$ cat src/rtl/if_fetch_unit.sv
// ---------------------------------------------------------------------------
// if_fetch_unit
//
// PC generator and IF/ID pipeline register for the 5-stage RV32 core.
//
// The instruction memory is synchronous with a one-cycle registered read.
// The word on imem_rdata_i therefore always belongs to the address that was
// driven in the previous cycle. This block remembers that address
// (resp_pc_q) and whether it is a real fetch (resp_valid_q). It pairs the
// returned word with its PC and presents the pair to the ID stage.
//
// Optional feature macro: IF_FAULT_EN
//   When defined, the fetch_fault_o port is present. It is a registered
//   one-cycle pulse that follows a redirect whose target is not word aligned.
//   Fetch always continues from the word-aligned address. When the macro is
//   undefined, the port is absent and the low target bits are dropped
//   silently.
//
// Parameters:
//   RESET_PC       first fetch address after reset
//   NOP_INSTR      word presented on ifid_instr_o while IF/ID holds a bubble
//
// Ports:
//   clk            clock
//   reset          synchronous, active-high reset
//   stall_i        hold IF and IF/ID (hazard unit)
//   redirect_i     flush and refetch from redirect_pc_i (EX stage);
//                  takes priority over stall_i
//   redirect_pc_i  redirect target byte address
//   imem_addr_o    byte address to instruction memory
//   imem_rdata_i   word for the address driven in the previous cycle
//   ifid_valid_o   IF/ID holds a real instruction
//   ifid_pc_o      PC of ifid_instr_o
//   ifid_pc4_o     ifid_pc_o + 4 (mod 2^32)
//   ifid_instr_o   fetched instruction, NOP_INSTR when invalid
//   fetch_fault_o  misaligned redirect pulse (IF_FAULT_EN only)
// ---------------------------------------------------------------------------
module if_fetch_unit #(
  parameter logic [31:0] RESET_PC  = 32'h0000_0000,
  parameter logic [31:0] NOP_INSTR = 32'h0000_0013
) (
  input  logic        clk,
  input  logic        reset,
  input  logic        stall_i,
  input  logic        redirect_i,
  input  logic [31:0] redirect_pc_i,
  output logic [31:0] imem_addr_o,
  input  logic [31:0] imem_rdata_i,
  output logic        ifid_valid_o,
  output logic [31:0] ifid_pc_o,
  output logic [31:0] ifid_pc4_o,
  output logic [31:0] ifid_instr_o
`ifdef IF_FAULT_EN
  ,
  output logic        fetch_fault_o
`endif
);

  // Fetch-side state.
  logic [31:0] pc_q;          // next address to issue
  logic [31:0] resp_pc_q;     // address whose data arrives this cycle
  logic        resp_valid_q;  // that data belongs to a real fetch

  // IF/ID pipeline register.
  logic        ifid_valid_q;
  logic [31:0] ifid_pc_q;
  logic [31:0] ifid_instr_q;

  logic [31:0] redirect_pc_aligned;
  logic        hold;

  assign redirect_pc_aligned = {redirect_pc_i[31:2], 2'b00};

  // A redirect always wins over a stall, so only a stall without a
  // redirect freezes the pipeline.
  assign hold = stall_i && !redirect_i;

  // During a stall, the pending address is issued again. Then the memory
  // output in the cycle after the stall is still the word for resp_pc_q,
  // and nothing is skipped or duplicated. In reset, RESET_PC is driven so
  // that the memory sees a sane address.
  always_comb begin
    imem_addr_o = pc_q;
    if (reset) begin
      imem_addr_o = RESET_PC;
    end else if (hold) begin
      imem_addr_o = resp_pc_q;
    end
  end

  // Fetch state and IF/ID register. Reset discards any in-flight read and
  // any pending stall or redirect. A redirect drops the in-flight read by
  // clearing resp_valid_q. This gives two bubbles before the target
  // reaches IF/ID.
  always_ff @(posedge clk) begin
    if (reset) begin
      pc_q         <= RESET_PC;
      resp_pc_q    <= 32'h0000_0000;
      resp_valid_q <= 1'b0;
      ifid_valid_q <= 1'b0;
      ifid_pc_q    <= 32'h0000_0000;
      ifid_instr_q <= NOP_INSTR;
    end else if (redirect_i) begin
      pc_q         <= redirect_pc_aligned;
      resp_valid_q <= 1'b0;
      ifid_valid_q <= 1'b0;
      ifid_instr_q <= NOP_INSTR;
    end else if (!stall_i) begin
      ifid_valid_q <= resp_valid_q;
      ifid_pc_q    <= resp_pc_q;
      ifid_instr_q <= resp_valid_q ? imem_rdata_i : NOP_INSTR;
      resp_pc_q    <= pc_q;
      resp_valid_q <= 1'b1;
      pc_q         <= pc_q + 32'd4;
    end
  end

  assign ifid_valid_o = ifid_valid_q;
  assign ifid_pc_o    = ifid_pc_q;
  assign ifid_pc4_o   = ifid_pc_q + 32'd4;
  assign ifid_instr_o = ifid_instr_q;

`ifdef IF_FAULT_EN
  logic fault_q;

  // The fault pulse lasts exactly one cycle. It is raised in the cycle
  // after a redirect whose target has nonzero low bits.
  always_ff @(posedge clk) begin
    if (reset) begin
      fault_q <= 1'b0;
    end else begin
      fault_q <= redirect_i && (redirect_pc_i[1:0] != 2'b00);
    end
  end

  assign fetch_fault_o = fault_q;
`else
  // The low target bits are intentionally ignored in this build.
  logic unused_redirect_lowbits;
  assign unused_redirect_lowbits = ^redirect_pc_i[1:0];
`endif

endmodule
$ cat config.mk
export PLATFORM = sky130hd
export DESIGN_NAME = if_fetch_unit
export DESIGN_NICKNAME = d
export VERILOG_FILES = /design/src/rtl/if_fetch_unit.sv
export SDC_FILE = /design/constraint.sdc
export NUM_CORES = 1
export LEC_CHECK = 0
export BUFFER_PORTS_ARGS = -buffer_cell sky130_fd_sc_hd__buf_2
export CAP_MARGIN = 20
export CORE_MARGIN = 4
export CORE_UTILIZATION = 56
export CTS_BUF_LIST = sky130_fd_sc_hd__clkbuf_8
export DETAILED_ROUTE_END_ITERATION = 10
export PLACE_DENSITY = 0.95
export SYNTH_ARGS = -nofsm -noshare
export SYNTH_HDL_FRONTEND = slang
export SYNTH_SLANG_ARGS = --single-unit
$ cat constraint.sdc
create_clock -name clk -period 3.61 [get_ports clk]
set_input_delay 0.361 -clock clk [delete_from_list [all_inputs] [get_ports clk]]
set_output_delay 0.361 -clock clk [all_outputs]
set_load 0.005 [all_outputs]
* Yosys cells after proc, flatten, opt, wreduce, memory -nomap -nowiden
Index checks and enable logic that the tools add are counted.
** Storage, ports and cells
- Flip-flop bits (word level) :: 130
- Input port bits :: 68
- Word-level logic and storage cells :: 21
** Operators by class
- Add/subtract/negate cells :: 2
- Eq/ne operators :: 1
- Mux-type cells :: 5
- Bitwise logic cells :: 2
- Reduce and logical (&&, ||, !) cells :: 4
** Operator list (number)
- $mux 32 :: 5
- $add 32x3->32 const B :: 2
- $ne 2x1->1 const B :: 1
- $not 1->1 :: 2
- $reduce_and 2->1 :: 1
- $reduce_or 2->1 :: 1
- $logic_and 1x1->1 :: 1
- $logic_not 1->1 :: 1

* Depth between registers and ports, before layout
Gate-level depths: netlist of run 1.
- Depth in word-level cells :: 4
- Gate-level depth with buffers :: 7
- Depth with buffers taken out :: 6

* Worst setup path before layout of run 1
Ideal clock, no wire load.
- Path type :: register to output
- Start point :: register ifid_pc_q[2] (netlist: ifid_pc_o[2])
- End point :: output port ifid_pc4_o[28]
- Arrival time :: 1.547 ns
- Setup slack :: 1.702 ns
- Stages on the path, launching flop included :: 8
- Path buffers :: 1
- Cell sequence :: dfxtp_1 > ha_1 > nand3_1 > nor2_1 > nand2b_1 > clkbuf_1 > nor4_1 > xor2_1
** Between the ends
- Word-level cells in the longest chain between the ends :: 1
** RTL lines
- start, declared :: line 66 : logic [31:0] ifid_pc_q;
- start signal, assigned :: line 110 : ifid_pc_q <= resp_pc_q;
- $add 32x3->32 :: line 120 : assign ifid_pc4_o = ifid_pc_q + 32'd4;
- end, declared :: line 51 : output logic [31:0] ifid_pc4_o,
Every way passes these cells.

* Worst setup path in the final report of run 1
Ends and elaborated chain as after synthesis.

==> results.py, run 1 <==
metrics = {
    "status": {
        "outcome": "completed",
    },
    "clock_tree": {
        "cts_setup_buffers": 0,
        "cts-resized-gates": 0,
        "insertion_delay_ns": 0.42,
        "cts_num_sinks": 124,
        "clock_tree_from_tritoncts": "yes",
        "clk_path_buf_depth": 2,
        "clock_tree.root_cell": "sky130_fd_sc_hd__clkbuf_8",
        "postCtsHoldBufs": 0,
        "cts_inserted_buffers": 17,
        "clkTransAtPathRegs_ns": 0.08,
        "clock_tree.htree_level_count": 4,
    },
    "drt": {
        "ant_nets": 0,
        "first_iter_violations": 516,
        "iteration_count_of_the_initial_detailed_routing_pass": 6,
        "wl_um": 15800,
        "route.detailed.vias_per_inst": 5.51,
        "remaining_drc_errors": 0,
        "via_total_after_detailed_routing": 5991,
        "wl_per_cell_um": 14.5,
    },
    "place": {
        "dp_slack_ns": 1.12,
        "placed_wire_length_estimate_after_detailed_placement_um": 11200,
        "placedInstanceArea_mm2": 0.00683,
        "numPortBuffers": 188,
        "routabilityCongestion": 0.859,
    },
    "job": {
        "maxCapViolations": 0,
    },
    "critical_path": {
        "worst_setup_path_end_kind": "output pin",
        "setup_crit_path_kind": "reg -> out",
        "worst-endpoint-arrival_ns": 2.28,
        "critPathRequiredTime_ns": 3.25,
        "critical_path_peak_fanout": 8,
        "start_kind": "flop",
    },
    "sta": {
        "final_min_period_over_clock_period_pct": 73.2,
        "fin_hold_ws_ns": 0.166,
        "setup_repair_after_global_routing_missed_its_margin": "false",
        "tightestPinTransition_ns": 0.751,
        "hold_violations": 0,
        "maximum_clock_frequency_ghz": 0.379,
        "totalNegativeSetupSlack_ns": 0,
        "setup_viol_count_final": 0,
        "timing.final.max_slew_violations": 0,
        "fin_ws_ns": 0.969,
        "worst_case_clock_skew_ns": 0.0106,
        "slew_headroom_pct": 49.9,
        "finalCriticalPeriod_ns": 2.64,
    },
    "cells_and_area": {
        "design_area_mm2": 0.00725,
        "final_core_utilization_pct": 70.6,
        "mostFrequentLayoutCell": "sky130_fd_sc_hd__nand2_1",
        "layout_common_cells": "sky130_fd_sc_hd__nand2_1 (215), sky130_fd_sc_hd__buf_2 (187), sky130_fd_sc_hd__dfxtp_1 (124)",
        "fillers": 857,
        "final_net_count": 1010,
        "count_of_antenna_diodes_in_the_layout": 0,
        "area_growth_pct": 22.8,
        "post_route_cells_drive_above_1_share_pct": 25.8,
    },
    "synth": {
        "synth.ff_latch_count": 124,
        "yosysWarnings": 0,
        "cell_type_contributing_the_most_total_cell_area_after_synthesis": "sky130_fd_sc_hd__dfxtp_1",
        "synth-seq-area-share_pct": 42.0,
        "synth_edf_count": 0,
        "yosysUniqueCellTypes": 48,
        "postSynthAreaPerCell_um2": 7.55,
        "ys.flop_type": "sky130_fd_sc_hd__dfxtp_1",
        "proportion_of_netlist_area_held_by_the_largest_area_contributor_pct": 42.0,
        "syn_inst": 783,
        "synth_area_mm2": 0.00591,
        "ys_async_sr_fraction_pct": 0,
        "yosys-top-cells-area": "sky130_fd_sc_hd__dfxtp_1 (42%), sky130_fd_sc_hd__nand2_1 (14%), sky130_fd_sc_hd__a21oi_1 (8.5%)",
    },
    "power": {
        "ir_worst_vdd_uv": 276,
        "powerDensity_mw_per_mm2": 405,
        "leakage_nw": 3.06,
    },
    "worst_hold_path": {
        "min-delay-path-class": "in -> reg",
    },
    "floorplan": {
        "die_x_um": 111,
        "ioPinCount": 197,
        "placeableCoreArea_mm2": 0.0103,
        "placement_rows": 37,
        "initial_utilization_pct": 57.5,
        "die_area_mm2": 0.0123,
        "vertical_die_dimension_um": 111,
    },
    "global_route": {
        "grt-ovfl-total": 0,
        "via_count_of_the_first_global_routing_pass": 5631,
        "grt_pass1_wl_um": 25800,
        "global_route.usage.total_pct": 24.6,
        "antenna_found_initial": 0,
        "grt_max_degree": 76,
    },
}
==> state kept, by name, indices dropped and copies added (netlist names) <==
register,count
ifid_pc_o,30
pc_q,30
resp_pc_q,30
ifid_instr_o,32
resp_valid_q,1
ifid_valid_o,1
==> per-stage QoR <==
| step | total power [mW] | std cells |
|---|---|---|
| after floorplan | 1.64 | 788 |
| after global placement | 1.73 | 1056 |
| after detailed placement | 1.73 | 1056 |
| after CTS | 2.95 | 1087 |
| after global routing | 3.06 | 1088 |
| final | 2.94 | 1088 |
==> final timing paths <==
check	startpoint	end	slack (ns)	cells past startpoint
max reg2reg	pc_q[2]	pc_q[26]	1.37	6
min reg2reg	resp_pc_q[18]	ifid_pc_o[18]	0.47	2
max	ifid_pc_o[2]	ifid_pc4_o[28]	0.97	7
min	imem_rdata_i[0]	ifid_instr_o[0]	0.17	3
==> worst max-delay path, cell delays in order, from the launching register on <==
cell                       delay, ns
sky130_fd_sc_hd__dfxtp_1        0.41
sky130_fd_sc_hd__ha_1           0.21
sky130_fd_sc_hd__nand3_1        0.15
sky130_fd_sc_hd__nor2_1         0.25
sky130_fd_sc_hd__nand2b_1       0.26
sky130_fd_sc_hd__nor4_1         0.30
sky130_fd_sc_hd__xor2_1         0.17
sky130_fd_sc_hd__buf_2          0.12
==> per-layer routing <==
metal	routed length [µm]	part of all wire, %	vias up	GRT usage, %
met5	0	0	-	0
li1	-	-	2966	-
met3	1530	9.7	35	7.86
met4	373	2.4	0	9.03
met2	7340	47	295	40.4
met1	6500	41	2695	30.3
==> cell families after synthesis <==
group                    synth area share, %
AND/OR/NAND/NOR                         28.2
multiplexers                           0.508
adder cells (fa/ha/maj)                0.423
AO/OA/AOI/OAI                           15.9
other                                 0.0635
buffers and inverters                   5.29
XOR/XNOR                                7.56
flip-flops                              42.0
==> synthesized netlist by cell type, types with 3 or more instances <==
cell and instances:
sky130_fd_sc_hd__nand4b_1 3, sky130_fd_sc_hd__inv_1 6, sky130_fd_sc_hd__nand2_1 216, sky130_fd_sc_hd__a311oi_1 3
sky130_fd_sc_hd__dfxtp_1 124, sky130_fd_sc_hd__nand3_1 19, sky130_fd_sc_hd__nor2b_1 3, sky130_fd_sc_hd__and3_1 4
sky130_fd_sc_hd__a211oi_1 11, sky130_fd_sc_hd__o21ai_0 4, sky130_fd_sc_hd__a22oi_1 30, sky130_fd_sc_hd__o21a_1 3
sky130_fd_sc_hd__xnor2_1 19, sky130_fd_sc_hd__and4_1 6, sky130_fd_sc_hd__nand4_1 17, sky130_fd_sc_hd__o22ai_1 5
sky130_fd_sc_hd__nor3_1 9, sky130_fd_sc_hd__clkbuf_1 47, sky130_fd_sc_hd__xor2_1 32, sky130_fd_sc_hd__buf_2 7
sky130_fd_sc_hd__mux2i_1 3, sky130_fd_sc_hd__nor2_1 68, sky130_fd_sc_hd__buf_4 7, sky130_fd_sc_hd__nand4_2 3
sky130_fd_sc_hd__or3_1 3, sky130_fd_sc_hd__a21oi_1 100, sky130_fd_sc_hd__nor4_1 6
==> power by group <==
part	internal, mW	switching (mW)	leakage [nW]
sequential	1.41	0.0557	1.01
clock	0.682	0.551	0.198
combinational	0.0975	0.148	1.85
==> area by class of cell <==
| cell class | count | area (µm²) | area share (%) |
|---|---|---|---|
| clock buffers | 17 | 234 | 3.23 |
| clock inverters | 14 | 171 | 2.36 |
| inverters | 8 | 30.0 | 0.414 |
| multi-input cells | 592 | 3150 | 43.4 |
| flip-flops and latches | 124 | 2480 | 34.2 |
| well taps | 136 | 170 | 2.35 |
| repair buffers | 197 | 1020 | 14.0 |
Power figures use the tool's default switching activity.
==> inputs of run 2 (changes only) <==
ABC_AREA = 1   (was not set)
CORE_UTILIZATION = 48   (was 56)
PLACE_DENSITY = 0.9   (was 0.95)
clock period = 2.3 ns   (was 3.61 ns; I/O delays follow)
==> results.py, run 2 <==
metrics = {
    "status": {
        "outcome": "completed",
    },
    "floorplan": {
        "initial_utilization_pct": 49.0,
        "placeableCoreArea_mm2": 0.0132,
        "vertical_die_dimension_um": 124,
        "placement_rows": 42,
        "ioPinCount": 197,
        "die_area_mm2": 0.0154,
        "die_x_um": 124,
    },
    "power": {
        "powerDensity_mw_per_mm2": 607,
        "power.sequential.fraction_pct": 48.7,
        "clockPowerShare_pct": 38.5,
        "power.combinational.fraction_pct": 12.9,
        "leakage_nw": 3.64,
        "total_power_mw": 4.85,
        "internal_power_mw": 3.50,
        "power_switching_mw": 1.36,
        "power_switching_share_pct": 27.9,
        "ir_worst_vdd_uv": 405,
    },
    "clock_tree": {
        "clock_tree.root_cell": "sky130_fd_sc_hd__clkbuf_8",
        "clock_tree.htree_level_count": 4,
        "clkTransAtPathRegs_ns": 0.07,
        "insertion_delay_ns": 0.44,
        "clock_tree_from_tritoncts": "yes",
        "clk_path_buf_depth": 2,
        "cts_num_sinks": 124,
        "cts_inserted_buffers": 17,
    },
    "synth": {
        "synth.ff_latch_count": 124,
        "yosys.cell_count.top_type": "sky130_fd_sc_hd__nand2_1",
        "yosysUniqueCellTypes": 38,
        "ys.flop_type": "sky130_fd_sc_hd__dfxtp_1",
        "synth_area_mm2": 0.00649,
        "synth-seq-area-share_pct": 38.3,
        "proportion_of_netlist_area_held_by_the_largest_area_contributor_pct": 38.3,
        "yosys-top-cells-area": "sky130_fd_sc_hd__dfxtp_1 (38%), sky130_fd_sc_hd__nand2_1 (13%), sky130_fd_sc_hd__nor2_1 (7.8%)",
        "synth_edf_count": 0,
        "postSynthAreaPerCell_um2": 6.61,
        "syn_inst": 981,
        "ys_async_sr_fraction_pct": 0,
        "synth.cells.most_frequent": "sky130_fd_sc_hd__nand2_1 (224), sky130_fd_sc_hd__nor2_1 (135), sky130_fd_sc_hd__dfxtp_1 (124)",
        "cell_type_contributing_the_most_total_cell_area_after_synthesis": "sky130_fd_sc_hd__dfxtp_1",
        "yosysWarnings": 0,
    },
    "cells_and_area": {
        "post_route_cells_drive_above_1_share_pct": 23.0,
        "design_area_mm2": 0.00800,
        "count_of_antenna_diodes_in_the_layout": 0,
        "final_cell_count_no_fill": 1342,
        "final_core_utilization_pct": 60.4,
        "area_growth_pct": 23.3,
        "layout_common_cells": "sky130_fd_sc_hd__nand2_1 (222), sky130_fd_sc_hd__buf_2 (188), sky130_fd_sc_hd__nor2_1 (132)",
        "mostFrequentLayoutCell": "sky130_fd_sc_hd__nand2_1",
        "largest_reg_flops": 32,
        "final_net_count": 1223,
    },
    "drt": {
        "route.detailed.vias_per_inst": 5.35,
        "ant_nets": 0,
        "iteration_count_of_the_initial_detailed_routing_pass": 5,
        "via_total_after_detailed_routing": 7177,
        "wl_per_cell_um": 14.9,
        "wl_um": 20000,
        "first_iter_violations": 670,
        "remaining_drc_errors": 0,
    },
    "worst_hold_path": {
        "min-delay-start": "imem_rdata_i[27]",
        "worst_min_delay_path_endpoint": "ifid_instr_o[27]",
        "timing.hold.worst_path_depth": 3,
        "min-delay-path-class": "in -> reg",
    },
    "sta": {
        "fin_ws_ns": 0.105,
        "slew_headroom_pct": 65.8,
        "setup_viol_count_final": 0,
        "maximum_clock_frequency_ghz": 0.456,
        "finalCriticalPeriod_ns": 2.19,
        "tightestPinTransition_ns": 0.513,
        "final_min_period_over_clock_period_pct": 95.4,
        "worst_case_clock_skew_ns": 0.00725,
        "timing.final.max_slew_violations": 0,
        "fin_hold_ws_ns": 0.0273,
        "totalNegativeSetupSlack_ns": 0,
        "hold_violations": 0,
    },
    "place": {
        "routabilityCongestion": 0.940,
        "numPortBuffers": 188,
        "place.detailed.instances": 1305,
        "dp_slack_ns": 0.409,
        "placedInstanceArea_mm2": 0.00751,
        "placed_wire_length_estimate_after_detailed_placement_um": 14500,
    },
    "critical_path": {
        "setup_crit_path_kind": "reg -> out",
        "worst_setup_path_end_kind": "output pin",
        "setup.reg_to_reg.worst_slack_ns": 0.50,
        "critical_path_peak_fanout": 4,
        "critPathRequiredTime_ns": 2.07,
        "worst-endpoint-arrival_ns": 1.96,
        "start_kind": "flop",
        "worstReg2RegEnd": "pc_q[24]",
        "count_of_cells_along_the_worst_register_to_register_path": 9,
        "rr_startpoint": "pc_q[3]",
    },
    "job": {
        "maxCapViolations": 0,
    },
    "global_route": {
        "global_route.usage.total_pct": 24.9,
        "via_count_of_the_first_global_routing_pass": 6602,
        "grt-ovfl-total": 0,
        "grt_max_degree": 91,
        "grt_pass1_wl_um": 32100,
        "antenna_found_initial": 1,
    },
}
[run 2: cell types whose count changed after synthesis, moves of 18 or more]
cell / delta
sky130_fd_sc_hd__o21ai_0: +83
sky130_fd_sc_hd__clkbuf_1: -18
sky130_fd_sc_hd__a22oi_1: -30
sky130_fd_sc_hd__nand3_1: +28
sky130_fd_sc_hd__nor2_1: +67
sky130_fd_sc_hd__inv_1: +86
[run 2: worst max path at each step]
stage | startpoint | end | slack, ns | cells past startpoint
4_1_cts | ifid_pc_o[2] | ifid_pc4_o[22] | 0.007 | 8
3_3_place_gp | ifid_pc_o[2] | ifid_pc4_o[26] | 0.46 | 8
2_1_floorplan | ifid_pc_o[2] | ifid_pc4_o[22] | 0.71 | 7
5_1_grt | ifid_pc_o[16] | ifid_pc4_o[29] | -0.03 | 7
6_report | ifid_pc_o[3] | ifid_pc4_o[22] | 0.11 | 8
3_5_place_dp | ifid_pc_o[2] | ifid_pc4_o[10] | 0.41 | 7
[run 2: layer usage]
layer,wire length [µm],share of wire [%],track usage [%],up-vias
li1,-,-,-,3523
met1,8090,40,31.6,3205
met2,9150,46,39.2,382
met3,2080,10,7.42,65
met4,682,3.4,11.1,2
met5,7,0.035,0,-
[run 2: what timing repair did]
| action | CTS | global route |
|---|---|---|
| endpoints found under the hold margin | 2 | 0 |
| setup buffers | 3 | 0 |
| pin swaps | 3 | 3 |
| endpoints found under the setup margin | 4 | 11 |
| hold buffers | 2 | 0 |
| gates resized for setup | 7 | 9 |
[run 2: logic make-up (layout without fill, tap and decap cells)]
family	Yosys count	after routing	share of synthesized area, %
compound gates	211	211	17.5
xor+xnor	27	27	3.64
fa+ha+maj	2	2	0.386
buf+inv	151	331	9.66
flops	124	124	38.3
other cells	1	6	0.0578
simple gates	465	465	30.5
[run 2: cell type report]
class	instances	area [µm²]
multi-input combinational	711	3450
clock inverter	13	128
tap	176	220
timing repair buffer	205	1100
inverter	94	353
clock buffer	19	262
fill	1245	5240
sequential	124	2490
[run 2: power by group through the flow]
stage	clock [mW]	combinational, mW	sequential, mW
floorplan	0	0.367	2.38
global placement	0	0.600	2.40
detailed placement	0	0.613	2.40
CTS	1.90	0.622	2.36
global route	2.01	0.699	2.38
finish	1.87	0.625	2.36
[run 2: worst max-delay path, cell delays in order (launching register included)]
cell and delay, ns:
sky130_fd_sc_hd__dfxtp_2 0.38, sky130_fd_sc_hd__ha_4 0.16, sky130_fd_sc_hd__nand2_2 0.07, sky130_fd_sc_hd__nor3_4 0.23, sky130_fd_sc_hd__nand3_2 0.19, sky130_fd_sc_hd__nor2_4 0.13
sky130_fd_sc_hd__nand2_1 0.08, sky130_fd_sc_hd__xnor2_1 0.14, sky130_fd_sc_hd__buf_2 0.13
